--- config.mk ---
export PLATFORM = sky130hd
export DESIGN_NAME = rhythm_score_keeper
export DESIGN_NICKNAME = d
export VERILOG_FILES = /design/src/rtl/rhythm_score_keeper.sv
export SDC_FILE = /design/constraint.sdc
export NUM_CORES = 1
export LEC_CHECK = 0
export BUFFER_PORTS_ARGS = -buffer_cell sky130_fd_sc_hd__buf_4
export CORE_AREA = 10 10 72 134
export CTS_CLUSTER_DIAMETER = 120
export DETAILED_ROUTE_END_ITERATION = 12
export DIE_AREA = 0 0 82 144
export PLACE_DENSITY_LB_ADDON = 0.08
export SYNTH_ARGS = -nofsm -noshare
export SYNTH_HDL_FRONTEND = slang
export SYNTH_SLANG_ARGS = --single-unit
--- constraint.sdc ---
create_clock -name i_Clk -period 3.55 [get_ports i_Clk]
set_input_delay 0.1775 -clock i_Clk [delete_from_list [all_inputs] [get_ports i_Clk]]
set_output_delay 0.1775 -clock i_Clk [all_outputs]
set_load 0.02 [all_outputs]
--- src/rtl/rhythm_score_keeper.sv ---
// rhythm_score_keeper: turns judged hit events into the score, combo and sound
// command that drive the 7-segment/piezo display block.
// Optional build macro SCORE_KEEPER_MAX_COMBO_EN adds o_Max_Combo, which holds the
// best combo reached since the last game start or reset.
// All outputs are registered. A hit shows on the outputs one edge after its strobe.
module rhythm_score_keeper #(
  parameter int PTS_PERFECT = 10,
  parameter int PTS_GREAT   = 5,
  parameter int PTS_GOOD    = 2,
  parameter int MULT_THRESH = 10,
  parameter int SCORE_MAX   = 9999,
  parameter int COMBO_MAX   = 99,
  parameter int SOUND_HOLD  = 2_500_000
) (
  input  logic        i_Clk,
  input  logic        i_Reset,
  input  logic        i_Game_Start,
  input  logic        i_Game_End,
  input  logic        i_Hit_Valid,
  input  logic [1:0]  i_Hit_Grade,
  output logic [15:0] o_Score,
  output logic [7:0]  o_Combo,
  output logic [1:0]  o_Sound_Cmd,
  output logic        o_Playing
`ifdef SCORE_KEEPER_MAX_COMBO_EN
  ,
  output logic [7:0]  o_Max_Combo
`endif
);

  // Timer counts down from SOUND_HOLD-1, so the command stays on for SOUND_HOLD cycles.
  localparam int TMR_W = (SOUND_HOLD > 2) ? $clog2(SOUND_HOLD) : 1;
  localparam logic [TMR_W-1:0] TMR_LOAD = TMR_W'(SOUND_HOLD - 1);

  localparam logic [1:0] SND_SILENT    = 2'b00;
  localparam logic [1:0] SND_MISS      = 2'b01;
  localparam logic [1:0] SND_HIT       = 2'b10;
  localparam logic [1:0] SND_MILESTONE = 2'b11;

  typedef enum logic [1:0] {ST_IDLE, ST_PLAY, ST_RESULT} state_t;

  state_t           state;
  logic [TMR_W-1:0] timer;

  logic       vld_p0;
  logic       miss_p0;
  logic [7:0] pts_base_p0;
  logic [8:0] pts_p0;
  logic [16:0] score_sum_p0;
  logic [15:0] score_nxt_p0;
  logic [7:0]  combo_nxt_p0;
  logic        milestone_p0;

  function automatic logic [15:0] sat_score(input logic [16:0] sum);
    if (sum > 17'(SCORE_MAX)) return 16'(SCORE_MAX);
    return sum[15:0];
  endfunction

  function automatic logic [7:0] sat_combo(input logic [8:0] sum);
    if (sum > 9'(COMBO_MAX)) return 8'(COMBO_MAX);
    return sum[7:0];
  endfunction

  function automatic logic is_milestone(input logic [7:0] c);
    return (c != 8'd0) && ((c % 8'd10) == 8'd0);
  endfunction

  // Evaluate the effect of the current hit against the pre-hit score and combo.
  always_comb begin
    vld_p0  = i_Hit_Valid && (state == ST_PLAY) && !i_Game_Start;
    miss_p0 = (i_Hit_Grade == 2'b00);
    case (i_Hit_Grade)
      2'b01:   pts_base_p0 = 8'(PTS_GOOD);
      2'b10:   pts_base_p0 = 8'(PTS_GREAT);
      2'b11:   pts_base_p0 = 8'(PTS_PERFECT);
      default: pts_base_p0 = 8'd0;
    endcase
    pts_p0 = (o_Combo >= 8'(MULT_THRESH)) ? {pts_base_p0, 1'b0} : {1'b0, pts_base_p0};
    score_sum_p0 = {1'b0, o_Score} + 17'(pts_p0);
    score_nxt_p0 = sat_score(score_sum_p0);
    combo_nxt_p0 = sat_combo({1'b0, o_Combo} + 9'd1);
    // A combo pinned at its ceiling does not re-trigger the milestone tone.
    milestone_p0 = (combo_nxt_p0 != o_Combo) && is_milestone(combo_nxt_p0);
  end

  // Game state, counters and the sound command/hold timer.
  always_ff @(posedge i_Clk) begin
    if (i_Reset) begin
      state       <= ST_IDLE;
      o_Score     <= 16'd0;
      o_Combo     <= 8'd0;
      o_Sound_Cmd <= SND_SILENT;
      o_Playing   <= 1'b0;
      timer       <= '0;
`ifdef SCORE_KEEPER_MAX_COMBO_EN
      o_Max_Combo <= 8'd0;
`endif
    end else if (i_Game_Start) begin
      // Start wins over end and discards any hit on the same edge.
      state       <= ST_PLAY;
      o_Score     <= 16'd0;
      o_Combo     <= 8'd0;
      o_Sound_Cmd <= SND_SILENT;
      o_Playing   <= 1'b1;
      timer       <= '0;
`ifdef SCORE_KEEPER_MAX_COMBO_EN
      o_Max_Combo <= 8'd0;
`endif
    end else begin
      /* ---- stage p0 -> outputs ---- */
      if (vld_p0) begin
        timer <= TMR_LOAD;
        if (miss_p0) begin
          o_Combo     <= 8'd0;
          o_Sound_Cmd <= SND_MISS;
        end else begin
          o_Score     <= score_nxt_p0;
          o_Combo     <= combo_nxt_p0;
          o_Sound_Cmd <= milestone_p0 ? SND_MILESTONE : SND_HIT;
`ifdef SCORE_KEEPER_MAX_COMBO_EN
          if (combo_nxt_p0 > o_Max_Combo) o_Max_Combo <= combo_nxt_p0;
`endif
        end
      end else if (timer != '0) begin
        timer <= timer - TMR_W'(1);
      end else begin
        o_Sound_Cmd <= SND_SILENT;
      end
      // A hit on the same edge as game end is applied above before leaving PLAY.
      if ((state == ST_PLAY) && i_Game_End) begin
        state     <= ST_RESULT;
        o_Playing <= 1'b0;
      end
    end
  end

endmodule

==> impl_metrics.toml, run 1 <==
[critical_path]
path_cells = "inv_2 > ha_4 > o31ai_4 > and3_4 > ha_4 > inv_1 > fa_2 > nor2b_4 > o31a_1 > o2111ai_2 > xnor2_1 > nor4b_2 > nand3b_1 > buf_4 > o2111ai_1 > a21oi_1"
cp_slowest_stage_delay_ps = 390
critPathSlowestCell = "fa_2"
required_ps = 3700
cp_common_cell = "ha_4"
arrival_ps = 3650
cp_top_family = "compound AO/OA/AOI/OAI gates"
critical_path_class = "reg2reg"
crit_path_max_fanout = 4
cp_num_buf_inv = 3
endpoint_kind = "register"
start_kind = "register"

[floorplan]
num_rows = 45
core-area_um2 = 7540
dieWidth_um = 82
die_h_um = 144
die_area_um2 = 11800
start_util_pct = 48.4
io_pins = 34

[synthesis]
ys_seq_area_share_pct = 27.4
synthFlopType = "dfxtp_1"
avgSynthCellArea_um2 = 7.57
ys_async_sr_fraction_pct = 0
netlist.area_leader.share_pct = 27.4
synth_warnings = 0
syn_inst = 482
synth-edff-count = 0
synth_nets = 500
yosysUniqueCellTypes = 69
yosys-top-cells-area = "dfxtp_1, a21oi_1, nor2_1"
yosysTopAreaCell = "dfxtp_1"
ys_seq_elements = 50
syn_area_um2 = 3650

[clocking]
cts_max_level = 2
root_buffer = "clkbuf_16"
cts-buffers-inserted = 5
clkLatencyLatePin_ps = 290
cts_tree = "yes"
clockBufferDepth = 2
clock-sinks = 50
path_clk_slew_ps = 70

[place]
place.gp.congestion = 0.880
placed_cells = 622
hpwl_um = 8350
port_buffers = 33

[timing]
fin_tns_setup_ps = 0
fin_crit_sh_pct = 98.6
period_needed_ps = 3500
timing.slew.headroom_pct = 57.6
finalMaxSlewViolations = 0
final_hold_viol_count = 0
worst_pin_slew_ps = 635
setup_viol = 0
skew_ps = 5.63
grt_setup_unrepaired = "true"
fmax_ghz = 0.286
holdWs_ps = 62.0

[cells_and_area]
drive_above_1_share_pct = 26.4
num-nets-final = 567
layout_common_cells = "buf_4, nor2_1, dfxtp_1"
instances_no_fill = 644
final_common_cell = "buf_4"
syn_to_final_growth_pct = 29.0
diodes = 0
finalCoreUtilization_pct = 62.4

[global_route]
grt_pass1_wl_um = 18000
grt_pass1_vias = 3733
antenna_found_initial = 0
grt-ovfl-total = 0
grt_max_degree = 30
globalRouteTotalUtil_pct = 19.0

[detailed_routing]
vias_per_cell = 6.17
final_antenna_net_count = 0
vias = 3974
routed_wl_um = 11500
drc = 0
first_pass_iters = 5
drt-initial-drc-count = 212
drt-wirelength-per-cell_um = 17.9

[run]
drv_cap = 0

[pwr]
leakage_uw = 0.00186
p_total_uw = 2550
powerDensity_nw_per_um2 = 542
peakVddDrop_v = 0.000384

[outcome]
outcome = "completed"

[hold_path]
holdCritPathClass = "in2reg"
## power by group
part	total, uW	internal [uW]	switching, uW
clock	544	326	218
combinational	1220	591	629
sequential	789	676	113
## flip-flops by register name, summed over array words and instances (netlist names)
signal	flops
timer	22
o_Score	16
o_Combo	8
o_Sound_Cmd	2
state	2
## path summary, 6_finish.rpt
kind	from	endpoint	slack, ps	cells past startpoint
hold / removal	i_Reset	state[0]	60	2
setup reg to reg	o_Combo[0]	o_Score[5]	50	16
hold reg to reg	o_Sound_Cmd[1]	o_Sound_Cmd[1]	480	2
setup / recovery	o_Combo[0]	o_Score[5]	50	16
## cell families (layout without fill, tap and decap cells)
family	count (synthesis)	in the layout	synth area share, %
AO/OA/AOI/OAI	141	141	25.8
XOR/XNOR	27	27	6.48
adder cells (fa/ha/maj)	11	11	3.98
buffers and inverters	50	118	5.41
flip-flops	50	50	27.4
multiplexers	4	4	1.13
AND/OR/NAND/NOR	199	199	29.8
## per-layer routing
layer,GRT usage [%],vias up,routed length (um)
li1,-,1910,-
met1,18.4,1900,4150
met2,36.3,124,6430
met3,2.36,40,378
met4,10.5,0,587
met5,0,-,0
## metrics by stage
stage	setup slack, ps	cell area, um2
after CTS	13.9	4430
after detailed placement	-81.1	4240
final	50.1	4710
after global placement	3.77	4240
after floorplan	6.58	3700
after global routing	-104	4710
## synth_stat cells (4+ instances only)
library cell  count
or3_1             6
nand2_1          37
nor3_1           13
a21o_1            4
xor2_1            8
and3_1           13
a211o_1           5
nor2_1           48
and2_1           10
o221a_2           4
a31oi_1           6
o21ai_0          25
o211ai_1          6
nor4_1           10
o21a_1            4
xnor2_1          19
a21oi_1          44
dfxtp_1          50
ha_1             10
nand3_1          16
a211oi_1          6
o2111ai_1        10
inv_1            19
or2_2             4
nor2b_1           7
clkbuf_1         27
nand2b_1          5
## repair_timing
item                                    in CTS  in global routing
endpoints found under the setup margin       6                 15
hold buffers                                 0                  0
pin swaps                                    1                 24
resized for setup                            0                 41
buffers inserted                             2                 11
cloned                                       0                  1
## final cells by class
class	instances	area [um2]
clock buffer	7	164
clock inverter	1	8.76
fill	702	2840
inverter	19	71.3
multi-input combinational	382	2640
sequential	50	1010
tap	94	118
timing repair buffer	91	698
## worst register-to-register path, stage by stage, from the launching register on
cell	delay, ps
dfxtp_4	360
inv_2	50
ha_4	160
o31ai_4	280
and3_4	250
ha_4	130
inv_1	50
fa_2	390
nor2b_4	140
o31a_1	280
o2111ai_2	200
xnor2_1	190
nor4b_2	330
nand3b_1	170
buf_4	200
o2111ai_1	100
a21oi_1	80
Note: power is estimated with default switching activity, not from simulation.
==> run 2, diff against run 1 <==
- ABC_AREA: unset -> 1
- CORE_AREA: 10 10 72 134 -> 10 10 69 128
- DIE_AREA: 0 0 82 144 -> 0 0 79 138
==> run 2 against run 1 <==
  * Area after synthesis decreased by 11%
  * Critical endpoint is now o_Score[10]
  * Sequential share of layout area is 3.2 points higher
  * Total power is 4.7% lower
  * Critical path depth increased by 11
  * Highest routed layer unchanged
  * Largest power group unchanged
==> impl_metrics.toml, run 2 <==
[synthesis]
synthMuxAreaShare_pct = 0
synth-simple-area-share_pct = 36.0
synth_top_family_by_area = "simple AND/OR/NAND/NOR gates"
yosysTopAreaCell = "dfxtp_1"
ys_async_sr_fraction_pct = 0
synth_nets = 497
synth-edff-count = 0
ys_seq_elements = 50
yosysMostFrequentCell = "nand2_1"
synth_compound_area_share_pct = 13.4
yosys.area_share.xor_xnor_pct = 4.79
synth_warnings = 0
yosysUniqueCellTypes = 46
syn_area_um2 = 3260
yosys-top-cells-area = "dfxtp_1, nand2_1, inv_1"
avgSynthCellArea_um2 = 6.81
synth_fa_ha_area_share_pct = 4.45
synthFlopType = "dfxtp_1"
ys_seq_area_share_pct = 30.7
synth_commonest_cells = "nand2_1, inv_1, nor2_1"
netlist.area_leader.share_pct = 30.7
syn_inst = 479

[floorplan]
num_rows = 43
dieWidth_um = 79
die_area_um2 = 10900
core-area_um2 = 6890
io_pins = 34
die_h_um = 138
start_util_pct = 47.4

[cells_and_area]
num-nets-final = 549
largest_reg_flops = 22
finalCoreUtilization_pct = 59.3
top_register = "timer"
reg_top3 = "timer (22), o_Score (16), o_Combo (8)"
instances_no_fill = 622
layout_common_cells = "nand2_1, inv_1, nor2_1"
syn_to_final_growth_pct = 25.2
drive_above_1_share_pct = 26.7
final_common_cell = "nand2_1"
diodes = 0

[pwr]
leakage_uw = 0.00193
powerDensity_nw_per_um2 = 596
peakVddDrop_v = 0.000635

[detailed_routing]
vias_per_cell = 5.20
vias = 3233
drt-initial-drc-count = 155
final_antenna_net_count = 0
routed_wl_um = 8710
drc = 0
first_pass_iters = 4
drt-wirelength-per-cell_um = 14.0

[clocking]
cts_max_level = 2
clockBufferDepth = 2
clock-sinks = 50
clkLatencyLatePin_ps = 300
path_clk_slew_ps = 70
cts-buffers-inserted = 5
root_buffer = "clkbuf_16"
cts_tree = "yes"

[global_route]
met2_usage_pct = 31.0
grt-busiest-layer = "met2"
grt_pass1_wl_um = 14100
antenna_found_initial = 0
grt_max_degree = 31
grt_use_met1_pct = 14.3
grtUsageMet3_pct = 3.25
grt-ovfl-total = 0
grt_pass1_vias = 3202
globalRouteTotalUtil_pct = 15.6

[critical_path]
endpoint_kind = "register"
r2r_start = "o_Combo[0]"
crit_path_max_fanout = 5
start_kind = "register"
arrival_ps = 3740
ff2ff_setup_slack_ps = 50
r2r-end = "o_Score[10]"
r2r_cells = 27
critical_path_class = "reg2reg"
required_ps = 3790

[hold_path]
holdCritPathClass = "in2reg"
whs_path_depth = 2
min_to = "state[0]"
worstHoldStart = "i_Reset"

[timing]
final_hold_viol_count = 0
setup_viol = 0
grt_setup_unrepaired = "true"
fin_tns_setup_ps = 0
finalMaxSlewViolations = 0
skew_ps = 6.19
period_needed_ps = 3500
timing.slew.headroom_pct = 26.3
fmax_ghz = 0.286
worst_pin_slew_ps = 1110
fin_crit_sh_pct = 98.6

[place]
hpwl_um = 6630
placed_cells = 608
place.gp.congestion = 0.871
port_buffers = 33

[outcome]
outcome = "completed"

[run]
drv_cap = 0
-- run 2: changes by cell type after synthesis, sizes merged, moves of 10 or more --
cell     previous run  this run
clkbuf             27         7
nand2              37       103
a21oi              45        30
o2111ai            10         0
inv                19        79
and2               10         0
nor2               48        68
xnor2              19         8
nand3              16        26
and3               14         2
-- run 2: cell type report --
cell class	instances	area (um2)
Tap cell	90	113
Clock inverter	2	12.5
Timing Repair Buffer	52	398
Sequential cell	50	1000
Timing Repair inverter	1	6.26
Fill cell	698	2800
Clock buffer	6	139
Multi-Input combinational cell	339	2090
Inverter	82	319
-- run 2: worst max path at each step --
| stage | end | slack [ps] | cells past startpoint | startpoint |
|---|---|---|---|---|
| 2_1_floorplan | o_Score[10] | 80 | 25 | o_Combo[0] |
| 4_1_cts | o_Score[9] | 5 | 24 | o_Combo[0] |
| 3_5_place_dp | o_Score[10] | -60 | 25 | o_Combo[0] |
| 6_report | o_Score[10] | 50 | 27 | o_Combo[0] |
| 5_1_grt | o_Score[3] | -250 | 27 | o_Combo[0] |
| 3_3_place_gp | o_Score[10] | 70 | 25 | o_Combo[0] |
-- run 2: routing by layer --
layer  vias to the layer above  routed length, um  share of wire (%)
met1                      1514               3230                 37
met5                         -                  0                  0
met4                         0                165                1.9
met2                        45               4980                 57
li1                       1662                  -                  -
met3                        12                332                3.8
-- run 2: critical path, stage by stage (launching register included) --
cell and delay, ps:
dfxtp_2 330, inv_2 50, ha_4 150, o21ai_2 120, nand4_1 140, nor2_1 130, inv_1 70, nor2_1 110
ha_2 180, inv_2 50, fa_2 370, inv_2 50, nand2_1 40, nand2_1 80, a21oi_2 70, o21ai_2 170
nand3_2 90, nor2_2 150, and3_4 220, xor2_2 170, nor2_1 70, o21ai_1 80, nand2_1 110, nand2_4 110
clkinv_4 90, nand2_1 60, o211ai_1 80, inv_1 100
-- run 2: timing repair --
item	4_1_cts	5_1_grt
setup buffers	1	4
cloned	0	1
setup endpoints to repair	14	15
hold buffers	0	0
pin swaps	1	18
resized for setup	4	48
-- run 2: cells by family (layout without fill, tap and decap cells) --
kind of cell	after synthesis	count (layout)
buffers and inverters	90	143
DFF	50	50
adders and majority gates	11	11
xor gates and xnor gates	17	17
and+or+nand+nor	240	240
AOI/OAI and AO/OA	71	71
-- run 2: report_power, final --
| group | switching (uW) | leakage [uW] | total [uW] | internal [uW] |
|---|---|---|---|---|
| registers | 96.3 | 0.000406 | 760 | 664 |
| clock network | 218 | 0.0000729 | 497 | 280 |
| logic | 740 | 0.00145 | 1180 | 436 |
-- run 2: stage by stage --
stage	area, um2	setup WS, ps	power [uW]	hold slack, ps
3_5_place_dp	3690	-64.4	1930	351
4_1_cts	3860	4.51	2430	43.1
6_report	4090	51.5	2430	41.1
5_1_grt	4090	-247	2650	48.6
2_1_floorplan	3260	84.0	1680	247
3_3_place_gp	3690	65.5	1910	348
